==> src/rtl/cop_pkg.sv <==
// Shared opcode map and issue-FSM encodings for the matrix coprocessor front end.
package cop_pkg;

  localparam int unsigned OPC_LSB = 0;
  localparam int unsigned OPC_W   = 4;

  localparam logic [OPC_W-1:0] OP_READ  = 4'd1;
  localparam logic [OPC_W-1:0] OP_WRITE = 4'd2;
  localparam logic [OPC_W-1:0] OP_SUM   = 4'd3;
  localparam logic [OPC_W-1:0] OP_SUB   = 4'd4;
  localparam logic [OPC_W-1:0] OP_MUL   = 4'd5;
  localparam logic [OPC_W-1:0] OP_TRANS = 4'd6;
  localparam logic [OPC_W-1:0] OP_SCALE = 4'd7;
  localparam logic [OPC_W-1:0] OP_DET2  = 4'd8;
  localparam logic [OPC_W-1:0] OP_DET3  = 4'd9;
  localparam logic [OPC_W-1:0] OP_DET4  = 4'd10;
  localparam logic [OPC_W-1:0] OP_DET5  = 4'd11;

  typedef enum logic [1:0] {
    StIdle,
    StIssue,
    StWaitStart,
    StWaitDone
  } iq_state_e;

  function automatic logic [OPC_W-1:0] get_opc(input logic [31:0] instr);
    return instr[OPC_LSB +: OPC_W];
  endfunction

endpackage

==> src/rtl/instr_fifo.sv <==
// Synchronous FIFO with first-word-fall-through head; pushes while full are ignored.
module instr_fifo #(
  parameter int unsigned DEPTH = 8,
  parameter int unsigned WIDTH = 32
) (
  input  logic                   clk,
  input  logic                   rst_n,
  input  logic                   push,
  input  logic                   pop,
  input  logic [WIDTH-1:0]       wdata,
  output logic [WIDTH-1:0]       rdata,
  output logic [$clog2(DEPTH):0] count,
  output logic                   full,
  output logic                   empty
);

  localparam int unsigned AW = $clog2(DEPTH);

  logic [WIDTH-1:0] mem_q [DEPTH];
  logic [AW-1:0]    wr_ptr_q, wr_ptr_d;
  logic [AW-1:0]    rd_ptr_q, rd_ptr_d;
  logic [AW:0]      count_q, count_d;
  logic             do_push, do_pop;

  assign full    = (count_q == (AW+1)'(DEPTH));
  assign empty   = (count_q == '0);
  assign do_push = push & ~full;
  assign do_pop  = pop & ~empty;
  assign rdata   = mem_q[rd_ptr_q];
  assign count   = count_q;

  always_comb begin
    // Power-of-two depth: pointers wrap by natural overflow
    wr_ptr_d = wr_ptr_q + AW'(do_push);
    rd_ptr_d = rd_ptr_q + AW'(do_pop);
    count_d  = count_q;
    if (do_push && !do_pop) begin
      count_d = count_q + 1'b1;
    end else if (!do_push && do_pop) begin
      count_d = count_q - 1'b1;
    end
  end

  always_ff @(posedge clk or negedge rst_n) begin
    if (!rst_n) begin
      wr_ptr_q <= '0;
      rd_ptr_q <= '0;
      count_q  <= '0;
    end else begin
      wr_ptr_q <= wr_ptr_d;
      rd_ptr_q <= rd_ptr_d;
      count_q  <= count_d;
    end
  end

  always_ff @(posedge clk) begin
    if (do_push) begin
      mem_q[wr_ptr_q] <= wdata;
    end
  end

endmodule

==> src/rtl/instr_issue_queue.sv <==
// Buffers HPS-written instructions and issues them one at a time to the matrix coprocessor.
// Optional build macro ISSUE_TIMEOUT_EN adds a cop_busy watchdog and the err_timeout flag.
module instr_issue_queue
  import cop_pkg::*;
#(
  parameter int unsigned DEPTH      = 8,
  parameter int unsigned START_WAIT = 4,
  parameter int unsigned TIMEOUT    = 4096
) (
  input  logic                   clk,
  input  logic                   rst_n,
  input  logic [31:0]            hps_instr,
  input  logic                   hps_wr,
  input  logic                   clear_status,
  input  logic                   result_ack,
  input  logic                   cop_busy,
  input  logic [15:0]            cop_data_read,
  input  logic                   cop_overflow,
  output logic [31:0]            cop_instruction,
  output logic                   cop_activate,
  output logic [$clog2(DEPTH):0] fifo_count,
  output logic                   fifo_full,
  output logic                   busy,
  output logic [15:0]            result_data,
  output logic                   result_valid,
  output logic                   err_drop,
  output logic                   err_start,
`ifdef ISSUE_TIMEOUT_EN
  output logic                   err_timeout,
`endif
  output logic                   overflow_sticky
);

  localparam int unsigned CntW = $clog2(START_WAIT + TIMEOUT + 1);

  iq_state_e   state_q, state_d;
  logic        hps_wr_q;
  logic [31:0] instr_q, instr_d;
  logic        act_q, act_d;
  logic [CntW-1:0] cnt_q, cnt_d;
  logic [15:0] rdata_q, rdata_d;
  logic        rvalid_q, rvalid_d;
  logic        err_drop_q, err_drop_d;
  logic        err_start_q, err_start_d;
  logic        ovf_q, ovf_d;
`ifdef ISSUE_TIMEOUT_EN
  logic        err_to_q, err_to_d;
`endif

  logic        push_req, pop, fifo_empty;
  logic [31:0] head;

  assign push_req = hps_wr & ~hps_wr_q;

  instr_fifo #(
    .DEPTH(DEPTH),
    .WIDTH(32)
  ) u_fifo (
    .clk  (clk),
    .rst_n(rst_n),
    .push (push_req),
    .pop  (pop),
    .wdata(hps_instr),
    .rdata(head),
    .count(fifo_count),
    .full (fifo_full),
    .empty(fifo_empty)
  );

  always_comb begin
    state_d     = state_q;
    instr_d     = instr_q;
    act_d       = 1'b0;
    cnt_d       = cnt_q;
    rdata_d     = rdata_q;
    rvalid_d    = rvalid_q;
    err_drop_d  = err_drop_q;
    err_start_d = err_start_q;
    ovf_d       = ovf_q;
`ifdef ISSUE_TIMEOUT_EN
    err_to_d    = err_to_q;
`endif
    pop         = 1'b0;

    // Clears first so that a same-cycle set event wins
    if (clear_status) begin
      err_drop_d  = 1'b0;
      err_start_d = 1'b0;
      ovf_d       = 1'b0;
`ifdef ISSUE_TIMEOUT_EN
      err_to_d    = 1'b0;
`endif
    end
    if (result_ack) rvalid_d = 1'b0;
    if (push_req && fifo_full) err_drop_d = 1'b1;

    unique case (state_q)
      StIdle: begin
        // A READ at the head stalls until the previous result is acknowledged
        if (!fifo_empty && !cop_busy && !(get_opc(head) == OP_READ && rvalid_q)) begin
          pop     = 1'b1;
          instr_d = head;
          act_d   = 1'b1;
          state_d = StIssue;
        end
      end
      StIssue: begin
        cnt_d   = '0;
        state_d = StWaitStart;
      end
      StWaitStart: begin
        if (cop_busy) begin
          cnt_d   = '0;
          state_d = StWaitDone;
        end else if (cnt_q == CntW'(START_WAIT - 1)) begin
          err_start_d = 1'b1;
          state_d     = StIdle;
        end else begin
          cnt_d = cnt_q + 1'b1;
        end
      end
      StWaitDone: begin
        if (!cop_busy) begin
          ovf_d = ovf_d | cop_overflow;
          if (get_opc(instr_q) == OP_READ) begin
            rdata_d  = cop_data_read;
            rvalid_d = 1'b1;
          end
          state_d = StIdle;
`ifdef ISSUE_TIMEOUT_EN
        end else if (cnt_q == CntW'(TIMEOUT - 1)) begin
          err_to_d = 1'b1;
          state_d  = StIdle;
        end else begin
          cnt_d = cnt_q + 1'b1;
`endif
        end
      end
      default: state_d = StIdle;
    endcase
  end

  always_ff @(posedge clk or negedge rst_n) begin
    if (!rst_n) begin
      state_q     <= StIdle;
      hps_wr_q    <= 1'b0;
      instr_q     <= '0;
      act_q       <= 1'b0;
      cnt_q       <= '0;
      rdata_q     <= '0;
      rvalid_q    <= 1'b0;
      err_drop_q  <= 1'b0;
      err_start_q <= 1'b0;
      ovf_q       <= 1'b0;
`ifdef ISSUE_TIMEOUT_EN
      err_to_q    <= 1'b0;
`endif
    end else begin
      state_q     <= state_d;
      hps_wr_q    <= hps_wr;
      instr_q     <= instr_d;
      act_q       <= act_d;
      cnt_q       <= cnt_d;
      rdata_q     <= rdata_d;
      rvalid_q    <= rvalid_d;
      err_drop_q  <= err_drop_d;
      err_start_q <= err_start_d;
      ovf_q       <= ovf_d;
`ifdef ISSUE_TIMEOUT_EN
      err_to_q    <= err_to_d;
`endif
    end
  end

  assign cop_instruction = instr_q;
  assign cop_activate    = act_q;
  assign busy            = (state_q != StIdle) | ~fifo_empty;
  assign result_data     = rdata_q;
  assign result_valid    = rvalid_q;
  assign err_drop        = err_drop_q;
  assign err_start       = err_start_q;
  assign overflow_sticky = ovf_q;
`ifdef ISSUE_TIMEOUT_EN
  assign err_timeout     = err_to_q;
`endif

endmodule

==> config.mk <==
export PLATFORM = sky130hd
export DESIGN_NAME = instr_issue_queue
export DESIGN_NICKNAME = d
export VERILOG_FILES = /design/src/rtl/cop_pkg.sv /design/src/rtl/instr_fifo.sv /design/src/rtl/instr_issue_queue.sv
export SDC_FILE = /design/constraint.sdc
export NUM_CORES = 1
export LEC_CHECK = 0
export CAP_MARGIN = 25
export CORE_UTILIZATION = 35
export DETAILED_ROUTE_END_ITERATION = 12
export GPL_TIMING_DRIVEN = 1
export PLACE_DENSITY = 0.55
export SYNTH_ARGS = -nofsm -noshare
export SYNTH_HDL_FRONTEND = slang
export SYNTH_SLANG_ARGS = --single-unit
==> constraint.sdc <==
create_clock -name clk -period 3.8 [get_ports clk]
set_clock_uncertainty 0.05 [all_clocks]
set_input_delay 0.38 -clock clk [delete_from_list [all_inputs] [get_ports clk]]
set_output_delay 0.38 -clock clk [all_outputs]
set_load 0.01 [all_outputs]
==> results of run 1 <==
==> final cells by class <==
cell class | count | area, µm² | area share [%]
multi-input cells | 282 | 3402 | 20.94
inverters | 11 | 41.29 | 0.2542
well taps | 468 | 585.6 | 3.604
repair buffers | 133 | 1369 | 8.426
clock inverters | 17 | 140.1 | 0.8626
diodes | 2 | 5.005 | 0.03081
clock buffers | 51 | 1030 | 6.339
flip-flops and latches | 335 | 9673 | 59.54
==> worst register-to-register path: stages (launching register included) <==
cell and delay [ns]:
sky130_fd_sc_hd__dfrtp_4 0.50, sky130_fd_sc_hd__mux4_1 0.58, sky130_fd_sc_hd__mux2_2 0.32, sky130_fd_sc_hd__and2_4 0.17
sky130_fd_sc_hd__a31oi_4 0.17, sky130_fd_sc_hd__inv_1 0.06, sky130_fd_sc_hd__ha_1 0.20, sky130_fd_sc_hd__inv_1 0.12
sky130_fd_sc_hd__ha_1 0.24, sky130_fd_sc_hd__a21o_1 0.18, sky130_fd_sc_hd__a21oi_1 0.17, sky130_fd_sc_hd__xnor2_1 0.14
sky130_fd_sc_hd__nor2_1 0.07, sky130_fd_sc_hd__xor2_1 0.14
==> sequential cells by signal, indices dropped and copies added (netlist names), 2 cells and up <==
signal	flops
cnt_q	13
cop_instruction	32
result_data	16
state_q	2
u_fifo.count	4
u_fifo.mem_q	256
u_fifo.rd_ptr_q	3
u_fifo.wr_ptr_q	3
==> power breakdown <==
group | internal (W) | total (W) | leakage, nW | switching, W
sequential | 0.00453 | 0.00490 | 3.30 | 0.000369
clock | 0.00199 | 0.00340 | 0.581 | 0.00141
combinational | 0.00204 | 0.00363 | 1.75 | 0.00159
total | 0.00856 | 0.0119 | 5.63 | 0.00337
==> through the flow <==
| step | instances | hold WS [ns] |
|---|---|---|
| after floorplan | 652 | 0.03441 |
| after CTS | 1297 | 0.3059 |
| after global placement | 1228 | 0.3698 |
| after global routing | 1297 | 0.3106 |
| after detailed placement | 1228 | 0.3832 |
| final | 1299 | 0.3197 |
==> cells in the mapped netlist, types with 4 or more instances <==
master                       n  area (µm²)
sky130_fd_sc_hd__edfxtp_1  256        7687
sky130_fd_sc_hd__dfrtp_1    79        1977
sky130_fd_sc_hd__mux4_2     60        1351
sky130_fd_sc_hd__mux2_2     50       563.0
sky130_fd_sc_hd__mux2_4     25       375.4
sky130_fd_sc_hd__nor2_1     23       86.33
sky130_fd_sc_hd__nand2_1    15       56.30
sky130_fd_sc_hd__xnor2_1    13       113.9
sky130_fd_sc_hd__clkbuf_1   12       45.04
sky130_fd_sc_hd__ha_1       12       150.1
sky130_fd_sc_hd__inv_1      11       41.29
sky130_fd_sc_hd__o21ai_0     8       40.04
sky130_fd_sc_hd__nor3_1      6       30.03
sky130_fd_sc_hd__nor4_1      6       37.54
sky130_fd_sc_hd__buf_2       5       25.02
sky130_fd_sc_hd__nand2b_1    5       31.28
sky130_fd_sc_hd__a21oi_1     4       20.02
sky130_fd_sc_hd__nand3_1     4       20.02
==> cell families (layout without fill, tap and decap cells) <==
logic type | count (synthesis) | after routing | synth area share, %
flip-flops | 335 | 335 | 73.39
multiplexers | 142 | 142 | 18.20
AND/OR/NAND/NOR | 79 | 79 | 3.059
buffers and inverters | 35 | 212 | 1.245
AO/OA/AOI/OAI | 32 | 32 | 1.748
XOR/XNOR | 16 | 16 | 1.064
adder cells (fa/ha/maj) | 13 | 13 | 1.292
other | 0 | 2 | 0
==> worst max path at each step <==
stage	start	end	slack [ns]	cells past startpoint
after floorplan	u_fifo.count[0]	u_fifo.mem_q[1][0]	0.06	6
after detailed placement	u_fifo.rd_ptr_q[1]	u_fifo.count[3]	0.60	13
after global routing	u_fifo.rd_ptr_q[0]	u_fifo.count[3]	0.40	13
after CTS	u_fifo.rd_ptr_q[1]	u_fifo.count[3]	0.55	13
final	u_fifo.rd_ptr_q[1]	u_fifo.count[3]	0.57	13
after global placement	u_fifo.rd_ptr_q[1]	u_fifo.count[3]	0.63	13
==> layer usage <==
layer  vias up  wire [µm]  GRT usage, %
li1       2920          -             -
met1      3443      12310         19.29
met2       153      13530         25.27
met3        44       1361         3.301
met4         0        541         3.791
met5         -          0             0
==> insert_results.sql, run 1 <==
INSERT INTO impl_metrics (metric_group, metric, value, unit) VALUES
('status', 'run_status', 'finished, final reports clean', ''),
('floorplanning', 'floorplan.rows', '70', ''),
('floorplanning', 'initial_core_util', '35.80', '%'),
('global_routing', 'gr-total-overflow', '0', ''),
('worst_hold_path', 'holdCritStartpoint', 'hps_wr', ''),
('clock_tree', 'cts.path.max_buffers', '3', ''),
('drt', 'route.vias.total', '6560', ''),
('worst_setup_path', 'worst_path_max_delay_cell', 'sky130_fd_sc_hd__mux4_1', ''),
('clock_tree', 'cts.sink_count', '335', ''),
('synth', 'number_of_enable_flip_flop_cells_after_synthesis', '256', ''),
('worst_hold_path', 'hold-path-cell-count', '1', ''),
('global_routing', 'grt_pass1_vias', '7274', ''),
('drt', 'final_antenna_net_count', '0', ''),
('final_layout', 'final_cell_area', '16250', 'µm²'),
('clock_tree', 'ctsRootBufferMaster', 'sky130_fd_sc_hd__clkbuf_16', ''),
('worst_setup_path', 'timing.reg2reg.setup_slack', '0.57', 'ns'),
('timing', 'maxClockFrequency', '309.4', 'MHz'),
('floorplanning', 'die_area', '38400', 'µm²'),
('worst_setup_path', 'cells_along_the_critical_path', 'mux4_1, mux2_2, and2_4, a31oi_4, inv_1, ha_1, inv_1, ha_1, a21o_1, a21oi_1, xnor2_1, nor2_1, xor2_1', ''),
('floorplanning', 'io_pins', '114', ''),
('placement', 'detailedPlacementHpwl', '16240', 'µm'),
('worst_setup_path', 'critPathKind', 'flop to flop', ''),
('synth', 'syn-num-nets', '720', ''),
('final_layout', 'most-common-layout-cells', '256 x sky130_fd_sc_hd__edfxtp_1, 112 x sky130_fd_sc_hd__clkdlybuf4s50_1, 76 x sky130_fd_sc_hd__dfrtp_1', ''),
('synth', 'ys_seq_elements', '335', ''),
('timing', 'setup_repair_after_global_routing_missed_its_margin', 'false', ''),
('pwr', 'power_leakage', '5.633', 'nW'),
('timing', 'layout_worst_path_cycle_share', '85.07', '%'),
('drt', 'wl', '27750', 'µm'),
('final_layout', 'flow.area_growth_from_synthesis', '23.36', '%'),
('drt', 'initialDrtViolationCount', '273', ''),
('synth', 'yosysUniqueCellTypes', '50', ''),
('final_layout', 'layout.cells.most_common', 'sky130_fd_sc_hd__edfxtp_1', ''),
('drt', 'vias_per_cell', '5.050', ''),
('global_routing', 'grt_antenna_before_repair', '2', ''),
('synth', 'synth_top_flop_cell', 'sky130_fd_sc_hd__edfxtp_1', ''),
('timing', 'total_of_endpoints_with_negative_setup_slack_in_the_final_report', '0', ''),
('worst_setup_path', 'rr_endpoint', 'u_fifo.count[3]', ''),
('floorplanning', 'die_height', '196.0', 'µm'),
('clock_tree', 'cts_buffers', '38', ''),
('drt', 'drt_first_pass_iters', '4', ''),
('final_layout', 'layout.nets', '869', ''),
('drt', 'post-route-drc-count', '0', ''),
('clock_tree', 'cts_tree', 'done', ''),
('timing', 'setup-tns-final', '0', 'ns'),
('placement', 'buffer_ports.inserted', '113', ''),
('global_routing', 'wire_length_of_the_first_global_routing_pass', '43150', 'µm'),
('synth', 'area_of_the_mapped_netlist', '13170', 'µm²'),
('worst_setup_path', 'r2r_start', 'u_fifo.rd_ptr_q[1]', ''),
('drt', 'drt-wirelength-per-cell', '21.36', 'µm'),
('final_layout', 'fill_cells', '3155', ''),
('worst_setup_path', 'crit_path_start_kind', 'flop', ''),
('final_layout', 'share_of_cells_above_drive_strength_1', '27.14', '%'),
('worst_hold_path', 'hold_end', 'hps_wr_q', ''),
('clock_tree', 'number_of_levels_the_h_tree_was_split_into', '2', ''),
('synth', 'syn_avg_cell_area', '20.20', 'µm²'),
('placement', 'dp_worst_setup_slack', '0.5991', 'ns'),
('pwr', 'power.density', '734.3', 'nW/µm²'),
('worst_setup_path', 'worst_path_largest_cell_delay', '0.58', 'ns'),
('pwr', 'total_power', '0.01193', 'W'),
('clock_tree', 'cts_post_setup_buffers_inserted', '0', ''),
('final_layout', 'final_core_util', '44.16', '%'),
('synth', 'yosysWarnings', '0', ''),
('worst_setup_path', 'crit_required', '4.14', 'ns'),
('clock_tree', 'clkTransAtPathRegs', '0.06', 'ns'),
('timing', 'relSlewSlack', '39.62', '%'),
('timing', 'timing_max_transition_violations_final', '0', ''),
('worst_setup_path', 'end_kind', 'flop', ''),
('placement', 'finalWeightedCongestion', '0.7225', ''),
('worst_setup_path', 'worst-path-max-fanout', '10', ''),
('timing', 'post-route-worst-setup-slack', '0.5675', 'ns');
No activity file was read; power rests on OpenSTA's default activity.
==> inputs of run 2 (changes only) <==
HOLD_SLACK_MARGIN = 0.05   (was unset)
==> results of run 2 <==
Final layout, timing and power as in run 1 (identical DEF).
